--- src/rtl/fifo_row_feeder_if.sv ---
// FIFO read port and downstream valid/ready stream of one systolic-array row feeder.
interface fifo_row_feeder_if #(
  parameter int DATA_WIDTH = 8
);
  logic                  fifo_empty;
  logic [DATA_WIDTH-1:0] fifo_data;
  logic                  fifo_read;
  logic                  out_valid;
  logic                  out_ready;
  logic [DATA_WIDTH-1:0] out_data;

  modport master (
    input  fifo_empty, fifo_data, out_ready,
    output fifo_read, out_valid, out_data
  );

  modport slave (
    output fifo_empty, fifo_data, out_ready,
    input  fifo_read, out_valid, out_data
  );
endinterface

--- src/rtl/fifo_row_feeder.sv ---
// Pops a programmed burst from fifo_mem after a per-row skew delay and streams it to a
// systolic row through a 2-entry skid buffer that hides the FIFO's one-cycle read latency.
module fifo_row_feeder #(
  parameter int DATA_WIDTH = 8,
  parameter int CNT_WIDTH  = 8,
  parameter int SKEW_WIDTH = 4
) (
  input  logic                  clk,
  input  logic                  reset_n,
  input  logic                  start,
  input  logic [CNT_WIDTH-1:0]  count,
  input  logic [SKEW_WIDTH-1:0] skew,
  output logic                  busy,
  output logic                  done,
  fifo_row_feeder_if.master     bus
);

  typedef enum logic [1:0] {IDLE, SKEW, STREAM, DONE} state_t;

  state_t                         state, state_nxt;
  logic [CNT_WIDTH-1:0]           cnt_r, issued, accepted;
  logic [SKEW_WIDTH-1:0]          skew_r;
  logic [1:0]                     buf_cnt;
  logic [1:0][DATA_WIDTH-1:0]     buf_q;
  logic                           inflight;
  logic                           rd, pop, push;
  logic [1:0]                     occ;

  assign pop  = bus.out_valid && bus.out_ready;
  assign push = inflight;
  // Occupancy after this cycle; the entry leaving now is credited so a full-rate
  // stream keeps one read in flight while one word is being handed downstream.
  assign occ  = buf_cnt + {1'b0, inflight} - {1'b0, pop};

  assign bus.fifo_read = rd;
  assign bus.out_valid = (buf_cnt != 2'd0);
  assign bus.out_data  = buf_q[0];

  always_comb begin
    state_nxt = state;
    rd        = 1'b0;
    busy      = 1'b0;
    done      = 1'b0;
    case (state)
      IDLE: begin
        if (start) begin
          if (count == '0)      state_nxt = DONE;
          else if (skew == '0)  state_nxt = STREAM;
          else                  state_nxt = SKEW;
        end
      end
      SKEW: begin
        busy = 1'b1;
        if (skew_r <= SKEW_WIDTH'(1)) state_nxt = STREAM;
      end
      STREAM: begin
        busy = 1'b1;
        rd   = !bus.fifo_empty && (issued < cnt_r) && (occ < 2'd2);
        if (pop && (accepted + CNT_WIDTH'(1) == cnt_r)) state_nxt = DONE;
      end
      DONE: begin
        done      = 1'b1;
        state_nxt = IDLE;
      end
      default: state_nxt = IDLE;
    endcase
  end

  always_ff @(posedge clk) begin
    if (!reset_n) begin
      state    <= IDLE;
      cnt_r    <= '0;
      skew_r   <= '0;
      issued   <= '0;
      accepted <= '0;
      buf_cnt  <= '0;
      buf_q    <= '0;
      inflight <= 1'b0;
    end else begin
      state    <= state_nxt;
      inflight <= rd;
      if (state == IDLE && start) begin
        cnt_r    <= count;
        skew_r   <= skew;
        issued   <= '0;
        accepted <= '0;
      end
      if (state == SKEW) skew_r <= skew_r - SKEW_WIDTH'(1);
      if (rd)            issued   <= issued + CNT_WIDTH'(1);
      if (pop)           accepted <= accepted + CNT_WIDTH'(1);
      // Head holds its last word when the buffer drains so out_data never glitches to 0.
      case ({push, pop})
        2'b10: begin
          if (buf_cnt == 2'd0) buf_q[0] <= bus.fifo_data;
          else                 buf_q[1] <= bus.fifo_data;
          buf_cnt <= buf_cnt + 2'd1;
        end
        2'b01: begin
          if (buf_cnt == 2'd2) buf_q[0] <= buf_q[1];
          buf_cnt <= buf_cnt - 2'd1;
        end
        2'b11: begin
          if (buf_cnt == 2'd2) begin
            buf_q[0] <= buf_q[1];
            buf_q[1] <= bus.fifo_data;
          end else begin
            buf_q[0] <= bus.fifo_data;
          end
        end
        default: ;
      endcase
    end
  end

endmodule

--- src/flat_wrapper.sv ---
// flat-port wrapper written by rule: the top's interface ports become plain ports
module fifo_row_feeder_flat 
#(
  parameter int DATA_WIDTH = 8,
  parameter int CNT_WIDTH  = 8,
  parameter int SKEW_WIDTH = 4
)
  (clk, reset_n, start, count, skew, busy, done, bus_fifo_empty, bus_fifo_data, bus_out_ready, bus_fifo_read, bus_out_valid, bus_out_data);
  fifo_row_feeder_if #(.DATA_WIDTH(DATA_WIDTH)) bus_i ();
  input  logic clk;
  input  logic reset_n;
  input  logic start;
  input  logic [CNT_WIDTH-1:0] count;
  input  logic [SKEW_WIDTH-1:0] skew;
  output logic busy;
  output logic done;
  input wire logic [$bits(bus_i.fifo_empty)-1:0] bus_fifo_empty;
  input wire logic [$bits(bus_i.fifo_data)-1:0] bus_fifo_data;
  input wire logic [$bits(bus_i.out_ready)-1:0] bus_out_ready;
  output wire logic [$bits(bus_i.fifo_read)-1:0] bus_fifo_read;
  output wire logic [$bits(bus_i.out_valid)-1:0] bus_out_valid;
  output wire logic [$bits(bus_i.out_data)-1:0] bus_out_data;
  assign bus_i.fifo_empty = bus_fifo_empty;
  assign bus_i.fifo_data = bus_fifo_data;
  assign bus_i.out_ready = bus_out_ready;
  assign bus_fifo_read = bus_i.fifo_read;
  assign bus_out_valid = bus_i.out_valid;
  assign bus_out_data = bus_i.out_data;
  fifo_row_feeder #(.DATA_WIDTH(DATA_WIDTH), .CNT_WIDTH(CNT_WIDTH), .SKEW_WIDTH(SKEW_WIDTH)) u_core (.clk(clk), .reset_n(reset_n), .start(start), .count(count), .skew(skew), .busy(busy), .done(done), .bus(bus_i));
endmodule
--- config.mk ---
export PLATFORM = sky130hd
export DESIGN_NAME = fifo_row_feeder_flat
export DESIGN_NICKNAME = d
export VERILOG_FILES = /design/src/rtl/fifo_row_feeder_if.sv /design/src/rtl/fifo_row_feeder.sv /design/src/flat_wrapper.sv
export SDC_FILE = /design/constraint.sdc
export NUM_CORES = 1
export LEC_CHECK = 0
export ABC_AREA = 1
export BUFFER_PORTS_ARGS = -buffer_cell sky130_fd_sc_hd__buf_2
export CAP_MARGIN = 10
export CORE_ASPECT_RATIO = 0.9
export CORE_UTILIZATION = 52
export CTS_CLUSTER_SIZE = 16
export DETAILED_ROUTE_END_ITERATION = 12
export GPL_TIMING_DRIVEN = 0
export PLACE_DENSITY = 0.76
export SLEW_MARGIN = 40
export SYNTH_ARGS = -nofsm -noshare
export SYNTH_HDL_FRONTEND = slang
export SYNTH_SLANG_ARGS = --single-unit
--- constraint.sdc ---
create_clock -name clk -period 1.8 [get_ports clk]
set_input_delay 0.36 -clock clk [delete_from_list [all_inputs] [get_ports clk]]
set_output_delay 0.36 -clock clk [all_outputs]
set_load 0.01 [all_outputs]
==> results.tsv, run 1 <==
metric	value	unit
final_cell_mix	nand2_1 (78), inv_1 (47), dfxtp_1 (44)	
via_count	2893	
antenna_found_initial	0	
syn_area_per_cell	6.94	µm²
power_density	1050	nW/µm²
multi_input_area	1690	µm²
cts_sinks	49	
synth_edf_count	0	
netlist_instances	408	
path_clk_slew	100	ps
area_delta_synth_final	25.3	%
start_util	53.9	%
diodes	0	
io_pins	37	
async_flop_share	0	%
maxCapViolations	0	
violations	setup timing	
finalMaxSlewViolations	0	
ir_drop	0.825	mV
yosysSeqAreaShare	34.6	%
seqCellArea	992	µm²
critPathMaxFanout	3	
synth.distinct_cells	30	
rows	25	
ant_nets	0	
io_buffers	36	
cts_made_buffers	5	
drt_iter0_drc	177	
setup_viol	22	
core	5260	µm²
ys_seq_elements	49	
cts.htree.levels	2	
root_buffer	clkbuf_8	
total_power	3.73	mW
timing.final.crit_share	117	%
slew_headroom	59.0	%
dp_hpwl	4640	µm
layout-drive-gt1-share	26.9	%
fin_skew	5.67	ps
grt_pass1_wl	10800	µm
die_h	72.0	µm
cts_tree	yes	
drt-pass1-iter-count	5	
cts.path.max_buffers	2	
drc_errors	0	
dieWidth	79.8	µm
ys_warn_count	0	
ys.flop_type	dfxtp_1	
instances_no_fill	536	
grt_max_degree	16	
vias_per_cell	5.40	
post-route-min-period	2110	ps
final_common_cell	nand2_1	
cp.required	1440	ps
track_usage	24.2	%
setup_ws	-314	ps
final_util	67.5	%
wl_per_cell	13.7	µm
first_global_vias	2541	
grt_setup_unrepaired	yes	
hold_viol	0	
hp-class	input pin to register	
start_kind	register	
p_leak	1.58	nW
fillers	432	
nets	514	
worstMarginPinSlew	615	ps
cp.arrival	1750	ps
numPlacedInstances	511	
syn_area	2830	µm²
overflow	0	
clock.fmax	473	MHz
critPathKind	register to output pin	
drt-total-wl	7340	µm
crit_path_end_kind	output pin	
gp_congestion	0.837	
dieArea	5740	µm²
status	complete, but fails checks	
clk_latency	320	ps
syn_nets	454	
## critical path: stages (launching register included)
cell and delay, ps:
dfxtp_4 380, buf_4 130, inv_2 70, ha_4 170, xor2_2 170, o21ai_1 70
nand3_1 80, nor2_1 110, nand2_1 90, inv_2 80, buf_6 100
## layout make-up
type | instances | area share (%)
clock buffers | 6 | 2.33
plain buffers | 16 | 2.96
repair buffers | 55 | 9.84
multi-input cells | 287 | 47.7
inverters | 54 | 5.78
clock inverters | 2 | 1.06
flip-flops and latches | 49 | 28.0
well taps | 67 | 2.36
## flip-flops by register name, indices dropped and copies added (netlist names)
register	flops
u_core.accepted	8
u_core.buf_cnt	2
u_core.buf_q	8
u_core.bus.out_data	8
u_core.cnt_r	8
u_core.inflight	1
u_core.issued	8
u_core.skew_r	4
u_core.state	2
## per-stage QoR
stage | area (µm²) | setup WS, ps | setup TNS (ps) | hold slack [ps]
final | 3550 | -314 | -3500 | 287
after floorplan | 2850 | -9.49 | -9.93 | 444
after global placement | 3110 | -338 | -6040 | 453
after global routing | 3550 | -403 | -5870 | 293
after detailed placement | 3110 | -355 | -6170 | 457
after CTS | 3360 | -376 | -2080 | 288
## per-layer routing
| layer | global-route usage (%) | wire [µm] | vias up |
|---|---|---|---|
| li1 | - | - | 1456 |
| met1 | 30.0 | 3220 | 1334 |
| met2 | 40.1 | 3520 | 87 |
| met3 | 5.79 | 418 | 16 |
| met4 | 10.9 | 181 | 0 |
| met5 | 0 | 0 | - |
## cell usage after synthesis, types with 2 or more instances
cell type  instances  area, µm²
a21oi_1           40        200
a31oi_1            9       56.3
buf_2              4       20.0
buf_4              8       60.1
clkbuf_1           6       22.5
dfxtp_1           49        981
ha_1              21        263
inv_1             53        199
nand2_1           82        308
nand3_1           38        190
nor2_1            26       97.6
nor2_2             3       18.8
nor4_1             3       18.8
o21ai_0           36        180
o22ai_1            2       12.5
or2_2             10       62.6
xnor2_1            3       26.3
xor2_1             3       26.3
## power breakdown
part	internal [mW]	switching, mW
sequential	1.26	0.113
combinational	0.633	0.872
clock	0.452	0.405
## timing repair
action                                  4_1_cts  5_1_grt
pin swaps                                     6       16
gates cloned                                  1        0
buffers inserted                             16       11
resized for setup                            19       50
hold buffers                                  0        0
endpoints found under the setup margin       26       37
## final timing paths
check,startpoint,to,slack (ps),cells past startpoint
setup / recovery,u_core.buf_cnt[0],bus_fifo_read,-310,10
hold / removal,bus_fifo_data[5],u_core.buf_q[13],290,3
setup reg to reg,u_core.buf_cnt[1],u_core.bus.out_data[7],-240,12
hold reg to reg,u_core.skew_r[3],u_core.skew_r[3],470,2
## kinds of logic after synthesis
logic type / synth area share (%)
buffers and inverters: 10.8
adder cells (fa/ha/maj): 9.28
AND/OR/NAND/NOR: 26.1
XOR/XNOR: 1.86
flip-flops: 34.6
AO/OA/AOI/OAI: 17.4
No activity file was read; power rests on OpenSTA's default activity.
==> run 2, diff against run 1 <==
ABC_AREA = default   (was 1)
SKIP_LAST_GASP = 1   (was default)
==> results.tsv, run 2 <==
metric	value	unit
status	complete, but fails checks	
violations	DRC, setup timing	
yosysSeqAreaShare	34.5	%
timing.final.crit_share	134	%
syn_area_per_cell	8.45	µm²
worstPathCellList	ha_1 > a21o_1 > a21oi_1 > o2111ai_2 > a31oi_4 > buf_6	
synth_edf_count	0	
setup_viol	27	
core	5260	µm²
via_count	2702	
ir_drop	0.749	mV
synth_top_area_share	34.5	%
finalMaxSlewViolations	0	
synth_most_common_cell	dfxtp_1	
diodes	0	
crit_start	u_core.issued[5]	
drt-pass1-iter-count	9	
dpl_cell_area	3170	µm²
cts_sinks	49	
first_global_vias	2376	
root_buffer	clkbuf_8	
slowest_delay	540	ps
synth.distinct_cells	50	
setup_ws	-621	ps
power_density	897	nW/µm²
critPathKind	register to output pin	
drt_iter0_drc	209	
dieWidth	79.9	µm
layout-drive-gt1-share	37.9	%
grt_pass1_wl	11000	µm
syn_area	2840	µm²
die_h	72.1	µm
pwr-share-clk	19.6	%
power_switching_share	37.9	%
wl_per_cell	15.9	µm
final_common_cell	dfxtp_1	
post-route-min-period	2420	ps
synthTopCellsByCount	dfxtp_1 (49), nor2_1 (38), nand2_1 (35), a21oi_1 (22), ha_1 (21)	
p_leak	1.51	nW
min_from	count[7]	
rows	25	
cts_tree	yes	
overflow	0	
drc_errors	2	
track_usage	24.7	%
synth_area_leader_cell	dfxtp_1	
crit_path_end_kind	output pin	
dp_hpwl	4560	µm
cts.htree.levels	2	
cts.path.max_buffers	2	
maxCapViolations	0	
start_kind	register	
grt_setup_unrepaired	yes	
io_pins	37	
ant_nets	0	
hp-class	input pin to register	
cp_top_family	compound AO/OA/AOI/OAI gates	
fin_skew	8.80	ps
hold_ws	287	ps
nets	451	
fin_tns_setup	-8620	ps
post-place-ws	-698	ps
cp.arrival	2060	ps
ys_seq_elements	49	
total_power	3.46	mW
final_cell_mix	dfxtp_1 (41), buf_2 (35), nand2_1 (32)	
cts_made_buffers	5	
synth_area_leaders	dfxtp_1 (35%), ha_1 (9.3%), nor2_1 (5.0%), mux2i_1 (4.9%), nand2_1 (4.6%)	
combPwrFrac	41.6	%
vias_per_cell	5.71	
dieArea	5760	µm²
gp_congestion	0.854	
p_int	2.15	mW
cp.required	1440	ps
start_util	54.0	%
area_delta_synth_final	35.6	%
clock.fmax	413	MHz
io_buffers	36	
path_buf_inv	1	
path_clk_slew	100	ps
clk_latency	310	ps
netlist_instances	336	
ys_warn_count	0	
async_flop_share	0	%
grt_max_degree	16	
worstMarginPinSlew	695	ps
syn_nets	382	
drt-total-wl	7510	µm
p_sw	1.31	mW
hold_viol	0	
final_area	3850	µm²
slew_headroom	53.7	%
r2r-start	u_core.cnt_r[6]	
ys.flop_type	dfxtp_1	
cp_slowest_cell	dfxtp_1	
antenna_found_initial	0	
critPathMaxFanout	6	
p_seq_share	38.9	%
run 2: cell count changes in the layout (fill, tap and decap cells not counted), sizes merged, moves of 7 or more:
cell / delta
a211oi: +9
a21oi: -18
a22oi: +9
buf: +11
inv: -32
mux2i: +14
nand2: -47
nand3: -31
nor2: +8
o21ai: -25
or2: -10
xnor2: +7
run 2: worst min-delay path: cells and delay by family:
family / cells / cell delay, ps
buffers and inverters: 1 / 100
AND/OR/NAND/NOR: 1 / 50
AO/OA/AOI/OAI: 1 / 50
run 2: per-layer routing:
layer  part of all wire, %  up-vias  track usage [%]
li1                      -     1320                -
met1                    44     1287             33.1
met2                    50       80             41.0
met3                   4.4       15             3.90
met4                   1.8        0             7.54
met5                     0        -                0
run 2: timing repair:
action	4_1_cts	5_1_grt
setup buffers	14	15
endpoints found under the setup margin	29	30
resized for setup	38	53
pin swaps	17	24
gates cloned	2	0
hold buffers	0	0
run 2: cell families after synthesis:
kind of cell | synth area share [%]
AND/OR/NAND/NOR | 18.5
AO/OA/AOI/OAI | 20.9
flip-flops | 34.5
buffers and inverters | 6.74
adder cells (fa/ha/maj) | 9.25
multiplexers | 5.73
XOR/XNOR | 4.32
run 2: worst paths after layout:
path	to	slack (ps)	cells after the start
worst max-delay path	bus_fifo_read	-620	6
worst min-delay path	u_core.cnt_r[7]	290	3
worst max register to register	u_core.issued[7]	-580	11
worst min register to register	u_core.bus.out_data[6]	500	2
run 2: final cells by class:
type	instances	area (µm²)
tap	67	83.8
timing repair buffer	63	444
buffer	18	131
sequential	49	1000
clock buffer	6	72.6
clock inverter	2	15.0
inverter	21	93.8
fill	358	1400
multi-input combinational	246	2000
timing repair inverter	1	7.51
run 2: power by group through the flow:
stage / clock (mW) / sequential [mW] / combinational, mW
after detailed placement: 0 / 1.36 / 1.15
final: 0.677 / 1.34 / 1.44
after global routing: 0.716 / 1.36 / 1.58
after global placement: 0 / 1.35 / 1.12
after CTS: 0.670 / 1.33 / 1.28
after floorplan: 0 / 1.32 / 0.897
run 2: stage by stage:
| step | utilization (%) | instances |
|---|---|---|
| after floorplan | - | 336 |
| after global placement | 60.3 | 439 |
| after detailed placement | 60.3 | 439 |
| after CTS | 67.9 | 462 |
| after global routing | 73.3 | 473 |
| final | 73.3 | 473 |
